## src/rtl/chan_mux_if.sv

```systemverilog
// rtl/chan_mux_if.sv - channel-side and output-side stream signals of chan_mux
interface chan_mux_if #(
  parameter int WIDTH    = 8,
  parameter int CHANNELS = 4
);
  logic [CHANNELS*WIDTH-1:0] in_data;
  logic [CHANNELS-1:0]       in_valid;
  logic [CHANNELS-1:0]       in_last;
  logic [CHANNELS-1:0]       in_ready;
  logic [WIDTH-1:0]          out_data;
  logic                      out_valid;
  logic                      out_last;
  logic                      out_ready;

  modport master (
    output in_data, in_valid, in_last, out_ready,
    input  in_ready, out_data, out_valid, out_last
  );

  modport slave (
    input  in_data, in_valid, in_last, out_ready,
    output in_ready, out_data, out_valid, out_last
  );
endinterface

```

## src/rtl/chan_mux.sv

```systemverilog
// rtl/chan_mux.sv - packet-granular N:1 stream mux with fixed or round-robin channel select
// Round-robin arbitration and its pointer exist only when CHAN_MUX_RR_EN is defined.
module chan_mux #(
  parameter int  WIDTH    = 8,
  parameter int  CHANNELS = 4,
  localparam int SW       = (CHANNELS > 1) ? $clog2(CHANNELS) : 1
) (
  input  logic                clk,
  input  logic                rst_n,
  input  logic                mode,
  input  logic [SW-1:0]       sel,
  chan_mux_if.slave           bus,
  output logic [CHANNELS-1:0] grant,
  output logic                busy
);
  typedef enum logic {IDLE, LOCKED} state_t;

  state_t              state;
  logic                run_q;
  logic [WIDTH-1:0]    out_data_q;
  logic                out_valid_q;
  logic                out_last_q;
  logic [CHANNELS-1:0] rdy;
  logic                acc;
  logic [WIDTH-1:0]    gdata;
  logic                glast;
  logic                sel_ok;
  logic                pick_ok;
  logic [SW-1:0]       pick_idx;
  logic [CHANNELS-1:0] pick_oh;

  // The deasserted reset is retimed through one flop before state may advance.
  always_ff @(posedge clk or negedge rst_n) begin
    if (!rst_n) run_q <= 1'b0;
    else        run_q <= 1'b1;
  end

  assign rdy           = grant & {CHANNELS{~out_valid_q | bus.out_ready}};
  assign bus.in_ready  = rdy;
  assign bus.out_data  = out_data_q;
  assign bus.out_valid = out_valid_q;
  assign bus.out_last  = out_last_q;
  assign busy          = (state == LOCKED);
  assign acc           = |(bus.in_valid & rdy);
  assign sel_ok        = ({1'b0, sel} < (SW+1)'(CHANNELS));

  always_comb begin
    gdata = '0;
    glast = 1'b0;
    for (int k = 0; k < CHANNELS; k++) begin
      if (grant[k]) begin
        gdata = bus.in_data[k*WIDTH +: WIDTH];
        glast = bus.in_last[k];
      end
    end
  end

`ifdef CHAN_MUX_RR_EN
  logic [SW-1:0] ptr;
  logic [SW-1:0] cand;
  logic [SW-1:0] rr_idx;
  logic          rr_found;

  // Search starts just after the last round-robin winner and wraps.
  always_comb begin
    rr_found = 1'b0;
    rr_idx   = ptr;
    cand     = ptr;
    for (int i = 1; i <= CHANNELS; i++) begin
      cand = SW'((int'(ptr) + i) % CHANNELS);
      if (!rr_found && bus.in_valid[cand]) begin
        rr_found = 1'b1;
        rr_idx   = cand;
      end
    end
  end
`else
  logic unused_mode;
  assign unused_mode = mode;
`endif

  always_comb begin
    pick_idx = sel;
    pick_ok  = sel_ok && bus.in_valid[sel];
`ifdef CHAN_MUX_RR_EN
    if (mode) begin
      pick_idx = rr_idx;
      pick_ok  = rr_found;
    end
`endif
    pick_oh = '0;
    for (int k = 0; k < CHANNELS; k++) begin
      pick_oh[k] = (pick_idx == SW'(k));
    end
  end

  always_ff @(posedge clk or negedge rst_n) begin
    if (!rst_n) begin
      state       <= IDLE;
      grant       <= '0;
      out_valid_q <= 1'b0;
      out_last_q  <= 1'b0;
      out_data_q  <= '0;
`ifdef CHAN_MUX_RR_EN
      ptr         <= SW'(CHANNELS - 1);
`endif
    end else if (run_q) begin
      if (acc) begin
        out_data_q  <= gdata;
        out_last_q  <= glast;
        out_valid_q <= 1'b1;
      end else if (bus.out_ready) begin
        out_valid_q <= 1'b0;
      end

      case (state)
        IDLE: begin
          if (pick_ok) begin
            grant <= pick_oh;
            state <= LOCKED;
`ifdef CHAN_MUX_RR_EN
            if (mode) ptr <= pick_idx;
`endif
          end
        end
        LOCKED: begin
          if (acc && glast) begin
            grant <= '0;
            state <= IDLE;
          end
        end
        default: state <= IDLE;
      endcase
    end
  end
endmodule

```

## src/flat_wrapper.sv

```systemverilog
// flat-port wrapper written by rule: the top's interface ports become plain ports
module chan_mux_flat 
#(
  parameter int  WIDTH    = 8,
  parameter int  CHANNELS = 4,
  localparam int SW       = (CHANNELS > 1) ? $clog2(CHANNELS) : 1
)
  (clk, rst_n, mode, sel, grant, busy, bus_in_data, bus_in_valid, bus_in_last, bus_out_ready, bus_in_ready, bus_out_data, bus_out_valid, bus_out_last);
  chan_mux_if #(.WIDTH(WIDTH), .CHANNELS(CHANNELS)) bus_i ();
  input  logic clk;
  input  logic rst_n;
  input  logic mode;
  input  logic [SW-1:0] sel;
  output logic [CHANNELS-1:0] grant;
  output logic busy;
  input wire logic [$bits(bus_i.in_data)-1:0] bus_in_data;
  input wire logic [$bits(bus_i.in_valid)-1:0] bus_in_valid;
  input wire logic [$bits(bus_i.in_last)-1:0] bus_in_last;
  input wire logic [$bits(bus_i.out_ready)-1:0] bus_out_ready;
  output wire logic [$bits(bus_i.in_ready)-1:0] bus_in_ready;
  output wire logic [$bits(bus_i.out_data)-1:0] bus_out_data;
  output wire logic [$bits(bus_i.out_valid)-1:0] bus_out_valid;
  output wire logic [$bits(bus_i.out_last)-1:0] bus_out_last;
  assign bus_i.in_data = bus_in_data;
  assign bus_i.in_valid = bus_in_valid;
  assign bus_i.in_last = bus_in_last;
  assign bus_i.out_ready = bus_out_ready;
  assign bus_in_ready = bus_i.in_ready;
  assign bus_out_data = bus_i.out_data;
  assign bus_out_valid = bus_i.out_valid;
  assign bus_out_last = bus_i.out_last;
  chan_mux #(.WIDTH(WIDTH), .CHANNELS(CHANNELS)) u_core (.clk(clk), .rst_n(rst_n), .mode(mode), .sel(sel), .bus(bus_i), .grant(grant), .busy(busy));
endmodule
```

## config.mk

```make
export PLATFORM = sky130hd
export DESIGN_NAME = chan_mux_flat
export DESIGN_NICKNAME = d
export VERILOG_FILES = /design/src/rtl/chan_mux_if.sv /design/src/rtl/chan_mux.sv /design/src/flat_wrapper.sv
export SDC_FILE = /design/constraint.sdc
export NUM_CORES = 1
export LEC_CHECK = 0
export ABC_CLOCK_PERIOD_IN_PS = 1900
export CORE_ASPECT_RATIO = 0.7
export CORE_MARGIN = 2
export CORE_UTILIZATION = 35
export CTS_BUF_LIST = sky130_fd_sc_hd__clkbuf_4
export CTS_CLUSTER_SIZE = 30
export DETAILED_ROUTE_END_ITERATION = 16
export DONT_BUFFER_PORTS = 1
export PLACE_DENSITY = 0.53
export RECOVER_POWER = 50
export SLEW_MARGIN = 25
export SYNTH_ARGS = -nofsm -noshare
export SYNTH_HDL_FRONTEND = slang
export SYNTH_SLANG_ARGS = --single-unit
export TNS_END_PERCENT = 20
```

## constraint.sdc

```tcl
create_clock -name clk -period 1.9 [get_ports clk]
set_input_delay 0.285 -clock clk [delete_from_list [all_inputs] [get_ports clk]]
set_output_delay 0.285 -clock clk [all_outputs]
set_load 0.01 [all_outputs]
```

== After elaboration in Yosys (flattened, before gate mapping) ==
Cells that the tools add are included.

* Flip-flop bits (word level): 16
* Input port bits: 46
* Output and inout port bits: 19
* Word-level logic and storage cells: 42

* Order comparisons: 1
* Equal/unequal tests: 5
* Muxes and demuxes: 18
* Bitwise gates (word level): 5
* Reduce and logical (&&, ||, !) cells: 7

{| class="wikitable"
|+ Operators with widths
! kind !! number
|-
| $mux W8 || 4
|-
| $mux W1 || 9
|-
| $and A4 B4 Y4 || 2
|-
| $mux W4 || 2
|-
| $pmux W4 S2 || 1
|-
| $eq A2 B2 Y1 const B || 2
|-
| $reduce_and A2 Y1 || 2
|-
| $reduce_or A4 Y1 || 1
|-
| $lt A2 B3 Y1 const B || 1
|-
| $reduce_and A3 Y1 || 1
|-
| $bmux W1 S2 || 1
|-
| $eq A2 B1 Y1 const B || 1
|-
| $logic_not A2 Y1 || 1
|-
| $ne A2 B1 Y1 const B || 1
|-
| $ne A2 B2 Y1 const B || 1
|-
| $not A1 Y1 || 2
|-
| $pmux W1 S2 || 1
|-
| $reduce_bool A2 Y1 || 1
|-
| $logic_and A1 B1 Y1 || 1
|-
| $or A1 B1 Y1 || 1
|}

== Longest topological paths before layout ==
Gate-level depths: netlist (run 1).

* Word-level depth: 8
* Gate-level depth with buffers: 5
* Mapped depth without buffers: 4

== Worst setup path before layout (run 1) ==
OpenSTA, ideal clock, no wires.

* Kind: flip-flop to flip-flop
* Start: register u_core.grant[1]
* End: register u_core.grant[0]
* Library setup time: 0.134 ns
* Arrival time: 1.313 ns
* Data required time: 1.766 ns
* Setup slack: 0.454 ns
* Stages on the path, launching flop included: 5
* Buffers on the path: 0
* Period minus slack after synthesis: 1.446 ns
* Cells stage by stage: dfrtp_1 > nor4bb_1 > a2111oi_2 > nor4b_2 > nor2_1

* Word-level cells in the longest chain between the ends: 6
* Elaborated cells on any way between the ends: 9
* Classes of those cells: eq/ne (1); mux (3); bitwise (2); reduce/logical (3)

{| class="wikitable"
|+ Ends and longest elaborated chain
! item !! line !! text
|-
| from (decl) || chan_mux.sv:13 || <nowiki>output logic [CHANNELS-1:0] grant,</nowiki>
|-
| from (signal assigned) || chan_mux.sv:119 || <nowiki>grant <= pick_oh;</nowiki>
|-
| $and A4 B4 Y4 / $mux W1 (equally long branches) || chan_mux.sv:38, chan_mux.sv:51 ||
|-
| $and A4 B4 Y4 / $mux W1 (equally long branches) || chan_mux.sv:44, chan_mux.sv:51 ||
|-
| $reduce_or A4 Y1 / $mux W1 (equally long branches) || chan_mux.sv:44, chan_mux.sv:51 ||
|-
| $logic_and A1 B1 Y1 * || chan_mux.sv:127 || <nowiki>if (acc && glast) begin</nowiki>
|-
| $ne A2 B2 Y1 (no source line) * || n/a ||
|-
| $reduce_and A3 Y1 (no source line) * || n/a ||
|}

Mark *: on every way between the ends. The rest lies on a longest branch, timed or not.
A chain may end at the register's enable or synchronous reset.

== Worst setup path in the final report (run 1) ==
* Start: register u_core.grant[2]
* End: register u_core.grant[0]

* Word-level cells in the longest chain between the ends: 6
* Elaborated cells on any way between the ends: 8
* Classes of those cells: eq/ne (1); mux (2); bitwise (2); reduce/logical (3)

{| class="wikitable"
|+ Ends and longest elaborated chain
! item !! line !! text
|-
| $and A4 B4 Y4 || chan_mux.sv:38 || <nowiki>assign rdy = grant & {CHANNELS{~out_valid_q | bus.out_ready}};</nowiki>
|-
| $and A4 B4 Y4 || chan_mux.sv:44 || <nowiki>assign acc = |(bus.in_valid & rdy);</nowiki>
|-
| $reduce_or A4 Y1 || chan_mux.sv:44 ||
|-
| $logic_and A1 B1 Y1 * || chan_mux.sv:127 ||
|-
| $ne A2 B2 Y1 (no source line) * || n/a ||
|-
| $reduce_and A3 Y1 (no source line) * || n/a ||
|}

Marked as above.

==> results of run 1 <==
-- per-stage QoR --
stage,util (%),instance area (um2)
after CTS,39.4,1090
after global routing,39.4,1090
final,39.4,1090
after global placement,38.1,1050
after detailed placement,38.1,1050
after floorplan,-,1000
-- synth_stat cells (2+ instances only) --
library cell,number,area (um2)
clkbuf_1,2,7.51
a31oi_1,10,62.6
o211ai_1,8,60.1
and2_1,4,25.0
nand2_1,11,41.3
nor2_1,11,41.3
dfrtp_1,16,400
nand3_1,2,10.0
inv_1,4,15.0
nor2b_1,2,12.5
mux2i_1,2,20.0
nor3b_1,2,15.0
o21ai_0,2,10.0
o22a_1,2,17.5
a221o_1,8,80.1
buf_2,4,20.0
nand4b_1,2,17.5
a22o_1,2,17.5
-- cells by family (layout without fill, tap and decap cells) --
| family | count (synthesis) | in the layout | share of synthesized area, % |
|---|---|---|---|
| AOI/OAI and AO/OA | 39 | 39 | 30.7 |
| muxes | 3 | 3 | 3.12 |
| buffers and inverters | 12 | 15 | 4.99 |
| DFF | 16 | 16 | 39.9 |
| and+or+nand+nor | 39 | 39 | 20.8 |
| other | 1 | 1 | 0.374 |
-- worst max-delay path by stage --
| stage | from | slack [ns] | to |
|---|---|---|---|
| global placement | u_core.grant[2]$_DFFE_PN0P_ | 0.27 | u_core.grant[2]$_DFFE_PN0P_ |
| detailed placement | u_core.grant[2]$_DFFE_PN0P_ | 0.22 | u_core.grant[0]$_DFFE_PN0P_ |
| CTS | u_core.grant[2]$_DFFE_PN0P_ | 0.20 | u_core.grant[0]$_DFFE_PN0P_ |
| global route | u_core.grant[2]$_DFFE_PN0P_ | 0.13 | u_core.grant[2]$_DFFE_PN0P_ |
| finish | u_core.grant[2]$_DFFE_PN0P_ | 0.22 | u_core.grant[0]$_DFFE_PN0P_ |
| floorplan | u_core.grant[1]$_DFFE_PN0P_ | 0.45 | u_core.grant[0]$_DFFE_PN0P_ |
-- layout make-up --
| cell class | count | area (um2) | area share [%] |
|---|---|---|---|
| multi-input combinational | 82 | 552 | 50.6 |
| timing repair buffer | 6 | 47.5 | 4.36 |
| sequential | 16 | 400 | 36.7 |
| clock buffer | 3 | 22.5 | 2.07 |
| tap | 36 | 45.0 | 4.13 |
| clock inverter | 1 | 3.75 | 0.344 |
| inverter | 5 | 18.8 | 1.72 |
-- power groups by stage --
stage	Sequential (uW)	Clock, uW	Combinational [uW]
finish	734	188	916
global route	761	219	1030
CTS	740	197	927
detailed placement	746	0	915
global placement	744	0	900
floorplan	704	0	710
-- layer usage --
layer | routed length, um | part of all wire [%]
met4 | 46 | 1.6
met5 | 0 | 0
met1 | 1310 | 46
met2 | 1200 | 42
met3 | 264 | 9.4
-- state kept, by name (all words and copies together), names as in the netlist --
register,cells
u_core.bus.out_data,8
u_core.grant,4
u_core.bus.out_last,1
u_core.bus.out_valid,1
u_core.busy,1
u_core.run_q,1
-- timing repair --
action,CTS,global route
hold buffers,1,0
buffers inserted,0,0
hold endpoints to repair,16,0
-- worst max-delay path: stages (launching register included) --
cell	delay, ns
dfrtp_1	0.48
nor4bb_1	0.40
a2111oi_2	0.12
nor4b_2	0.46
nor2_1	0.10
==> impl_results.md, run 1 <==
* Most common cell after layout, fill and taps aside: dfrtp_1
* Hold Slack at around 0.14 ns
* Syn-to-layout area delta at 8.74%
* Remaining DRCs at 0
* Share of cells above drive strength 1 at a little over a tenth
* Final instance count without filler cells at between 100 and 150
* Die Y at approximately 50 um
* Top-level I/O count at 65
* WL/cell at 18.9 um
* CTS tree: yes
* H-tree depth at 1
* # rows at 16
* Post-DP HPWL at 2.18 mm
* Met2 Use GR at between 20% and 30%
* Switching pwr at around 850 uW
* Comb pwr share at around half
* Grt total ovfl at 0
* WHS Endpoint: u_core.bus.out_data[1]$_DFFE_PN0P_
* FF-to-FF End: u_core.grant[0]$_DFFE_PN0P_
* Largest net degree at the start of global routing at 19
* Worst Path Arrival at approximately 1.8 ns
* Status: finished clean
* Cell count after synthesis at between 100 and 150
* # nets final at between 150 and 200
* Global Route Usage Sum at about 18%
* FFs w/ async S/R, synth at 100%
* Yosys warning total at 0
* Power per cell area at 1690 mW/mm2
* Setup Crit Path Kind: reg2reg
* Commonest non-fill, non-tap cells in the layout: dfrtp_1, nand2_1, nor2_1
* Max-slew violation count at 0
* LEAKAGE at 0.000435 uW
* Hold path cells at 2
* Core area at approximately 0.0028 mm2
* CTS Root Cell: clkbuf_4
* Flops & latches, synth at 16
* Maximum VDD drop at between 400 and 500 uV
* Via count at between 800 and 900
* CTS clk-pin slew, worst paths at approximately 0.1 ns
* CP Launch Type: flop
* Met3 usage at 7.85%
* Final Hold Viols at 0
* Worst slew pin tran at around 0.76 ns
* Placed insts at ~140
* Int Pwr at slightly below 1000 uW
* Die ar. at approximately 0.0033 mm2
* # diodes at 0
* Design Power at ~1800 uW
* Worst path required time at between 2 and 2.5 ns
* Met1 Use GR at approximately 26%
* Worst skew pair latency at slightly below 0.3 ns
* Hold Startpoint: bus_in_data[25]
* Die W at 68.0 um
* Seq pwr share at 39.9%
* Setup crit end kind: flop
* Maximum clock rate at around 590 MHz
* Worst clock skew at around 0.0078 ns
* Vias per cell at ~6
* Initial Util at a little over a third
* Fin crit share at between 80% and 90%
* Initial DRC Count at 28
* Area of the mapped netlist at between 0.001 and 0.0015 mm2
* Num CTS Buffers at 3
* Final ANT Viol Nets at 0
* Avg Cell Area, Syn at just over 9 um2
* First-pass GRT wire length at 4.24 mm
* Max FO, Critical Path at 6
* Switching Share at a little under half
* Num Clock Sinks at 16
* Initial antenna violation count at 0
* Synth Net Count at approximately 160
* Number of fill cells at 296
* Worst Hold Class: in2reg
* Final WL at 2.81 mm
* Setup TNS at 0 ns
* Port Buffers at 0
* RSZ-0062 raised after global routing: no
* Setup slack at placement at 0.220 ns
* Primary FF master, synth: dfrtp_1
* # resized after CTS at 0
* RR Startpoint: u_core.grant[2]$_DFFE_PN0P_
* Clk pwr share at 10.2%
* Placer congestion estimate at 0.824
* R2R cell count at 4
* GR peak layer: met1
* Yosys cell types at 34
* Worst-case clock buffer depth at 2
* Reg2Reg Setup Slack at around 0.22 ns
* Period minus WS final at 1.68 ns
* DRT Pass-1 Iters at 4
* Post-synth EDFFs at 0
* Vias in the first global route at approximately 810
* Final setup fails at 0
* Register area share after synthesis at about two fifths
* Max cap viols at 0
* Final worst slack at 0.217 ns
* Normalized max-slew margin at about half
Note: power is estimated with default switching activity, not from simulation.
==> inputs of run 2 (changes only) <==
--- a/config.mk
+++ b/config.mk
@@ -6,17 +6,16 @@
 export NUM_CORES = 1
 export LEC_CHECK = 0
 export ABC_CLOCK_PERIOD_IN_PS = 1900
-export CORE_ASPECT_RATIO = 0.7
 export CORE_MARGIN = 2
-export CORE_UTILIZATION = 35
+export CORE_UTILIZATION = 64
 export CTS_BUF_LIST = sky130_fd_sc_hd__clkbuf_4
 export CTS_CLUSTER_SIZE = 30
 export DETAILED_ROUTE_END_ITERATION = 16
 export DONT_BUFFER_PORTS = 1
-export PLACE_DENSITY = 0.53
+export PLACE_DENSITY = 0.79
 export RECOVER_POWER = 50
 export SLEW_MARGIN = 25
 export SYNTH_ARGS = -nofsm -noshare
 export SYNTH_HDL_FRONTEND = slang
 export SYNTH_SLANG_ARGS = --single-unit
-export TNS_END_PERCENT = 20
+export TNS_END_PERCENT = 1
==> impl_results.md, run 2 (synthesis results as in run 1) <==
* H-tree depth at 1
* Multi-input logic area at about 550 um2
* Die Y at around 44 um
* Worst-case clock buffer depth at 2
* Port Buffers at 0
* Via count at 916
* Worst skew pair latency at a little under 0.3 ns
* Share of cells above drive strength 1 at a little under an eighth
* Maximum clock rate at 566 MHz
* Max FFs per register at 8
* Final Hold Viols at 0
* Largest net degree at the start of global routing at 17
* # rows at 14
* Vias in the first global route at 853
* Worst Path Arrival at 1.92 ns
* Hold Slack at about 0.15 ns
* Vias per cell at a little over 7
* Syn-to-layout area delta at 6.62%
* Final WL at roughly 2.5 mm
* Setup TNS at 0 ns
* Most common cell after layout, fill and taps aside: dfrtp_1
* Register area at 400 um2
* Grt total ovfl at 0
* CTS clk-pin slew, worst paths at roughly 0.090 ns
* Core area at approximately 0.0015 mm2
* Placer congestion estimate at 0.852
* Status: finished clean
* Post-CTS Setup Inserts at 0
* Worst Hold Class: in2reg
* Worst clock skew at between 0.003 and 0.004 ns
* Post-DP HPWL at ~2.0 mm
* Placed Area at between 0.001 and 0.0015 mm2
* Setup slack at placement at approximately 0.18 ns
* CTS tree: yes
* Fin crit share at 93.0%
* Remaining DRCs at 0
* Period minus WS final at approximately 1.8 ns
* Hold_buf cts at 1
* Final worst slack at 0.133 ns
* DRT Pass-1 Iters at 4
* # resized after CTS at 0
* Die ar. at 0.00190 mm2
* CTS Root Cell: clkbuf_4
* # diodes at 0
* Final ANT Viol Nets at 0
* LEAKAGE at ~0.00044 uW
* Top-level I/O count at 65
* # nets final at roughly 160
* Worst path required time at between 2 and 2.5 ns
* Initial antenna violation count at 0
* First-pass GRT wire length at 4.07 mm
* Number of fill cells at 124
* Commonest non-fill, non-tap cells in the layout: dfrtp_1, nand2_1, nor2_1
* Core Util, Final at between 70% and 80%
* Post-route cell area at between 0.001 and 0.0015 mm2
* WL/cell at roughly 19 um
* Worst slew pin tran at slightly above 0.7 ns
* Num Clock Sinks at 16
* CP Launch Type: flop
* Global Route Usage Sum at between 20% and 30%
* Max-slew violation count at 0
* Die W at around 44 um
* Power per cell area at around 1700 mW/mm2
* Initial Util at 67.3%
* Initial DRC Count at 9
* Max cap viols at 0
* Setup crit end kind: flop
* Maximum VDD drop at approximately 900 uV
* Normalized max-slew margin at 52.2%
* Final setup fails at 0
* Setup Crit Path Kind: reg2reg
* Max FO, Critical Path at 11
* RSZ-0062 raised after global routing: no
* Num CTS Buffers at 3
-- run 2: area by class of cell --
cell class | count | area share [%]
Clock buffer | 3 | 2.11
Inverter | 5 | 1.76
Multi-Input combinational cell | 82 | 51.6
Sequential cell | 16 | 37.5
Tap cell | 16 | 1.87
Timing Repair Buffer | 7 | 5.15
-- run 2: through the flow --
| step | power [uW] | std cells |
|---|---|---|
| finish | 1840 | 129 |
| global route | 1980 | 129 |
| CTS | 1840 | 129 |
| detailed placement | 1660 | 125 |
| global placement | 1610 | 125 |
| floorplan | 1410 | 110 |
-- run 2: metal layers --
metal | routed length (um) | track usage, % | part of all wire [%] | vias up
met2 | 1290 | 48.2 | 51 | 54
met5 | 0 | 0 | 0 | -
li1 | - | - | - | 424
met4 | 18 | 7.27 | 0.72 | 0
met1 | 910 | 37.5 | 36 | 435
met3 | 287 | 8.33 | 11 | 3
-- run 2: where the power goes --
group          internal (uW)  leakage [uW]  total [uW]  switching [uW]
Sequential               501      0.000184         753             252
Combinational            420      0.000240         904             484
Clock                   73.7     0.0000138         178             105
Total                    995      0.000438        1840             840
-- run 2: worst max-delay path, stage by stage, from the launching register on --
cell and delay (ns):
dfrtp_1 0.56, a22o_1 0.24, o211a_1 0.29, nor4b_2 0.44, a31oi_1 0.10
-- run 2: worst paths after layout --
kind / from / end / slack, ns / cells past startpoint
max in group asynchronous: rst_n / u_core.grant[3]$_DFFE_PN0P_ / 0.96 / 1
setup reg to reg: u_core.grant[1]$_DFFE_PN0P_ / u_core.grant[3]$_DFFE_PN0P_ / 0.13 / 4
hold / removal: bus_in_data[25] / u_core.bus.out_data[1]$_DFFE_PN0P_ / 0.15 / 2
min in group asynchronous: rst_n / u_core.bus.out_data[2]$_DFFE_PN0P_ / 0.49 / 1
setup / recovery: u_core.grant[1]$_DFFE_PN0P_ / u_core.grant[3]$_DFFE_PN0P_ / 0.13 / 4
hold reg to reg: u_core.bus.out_valid$_DFFE_PN0P_ / u_core.bus.out_valid$_DFFE_PN0P_ / 0.58 / 1
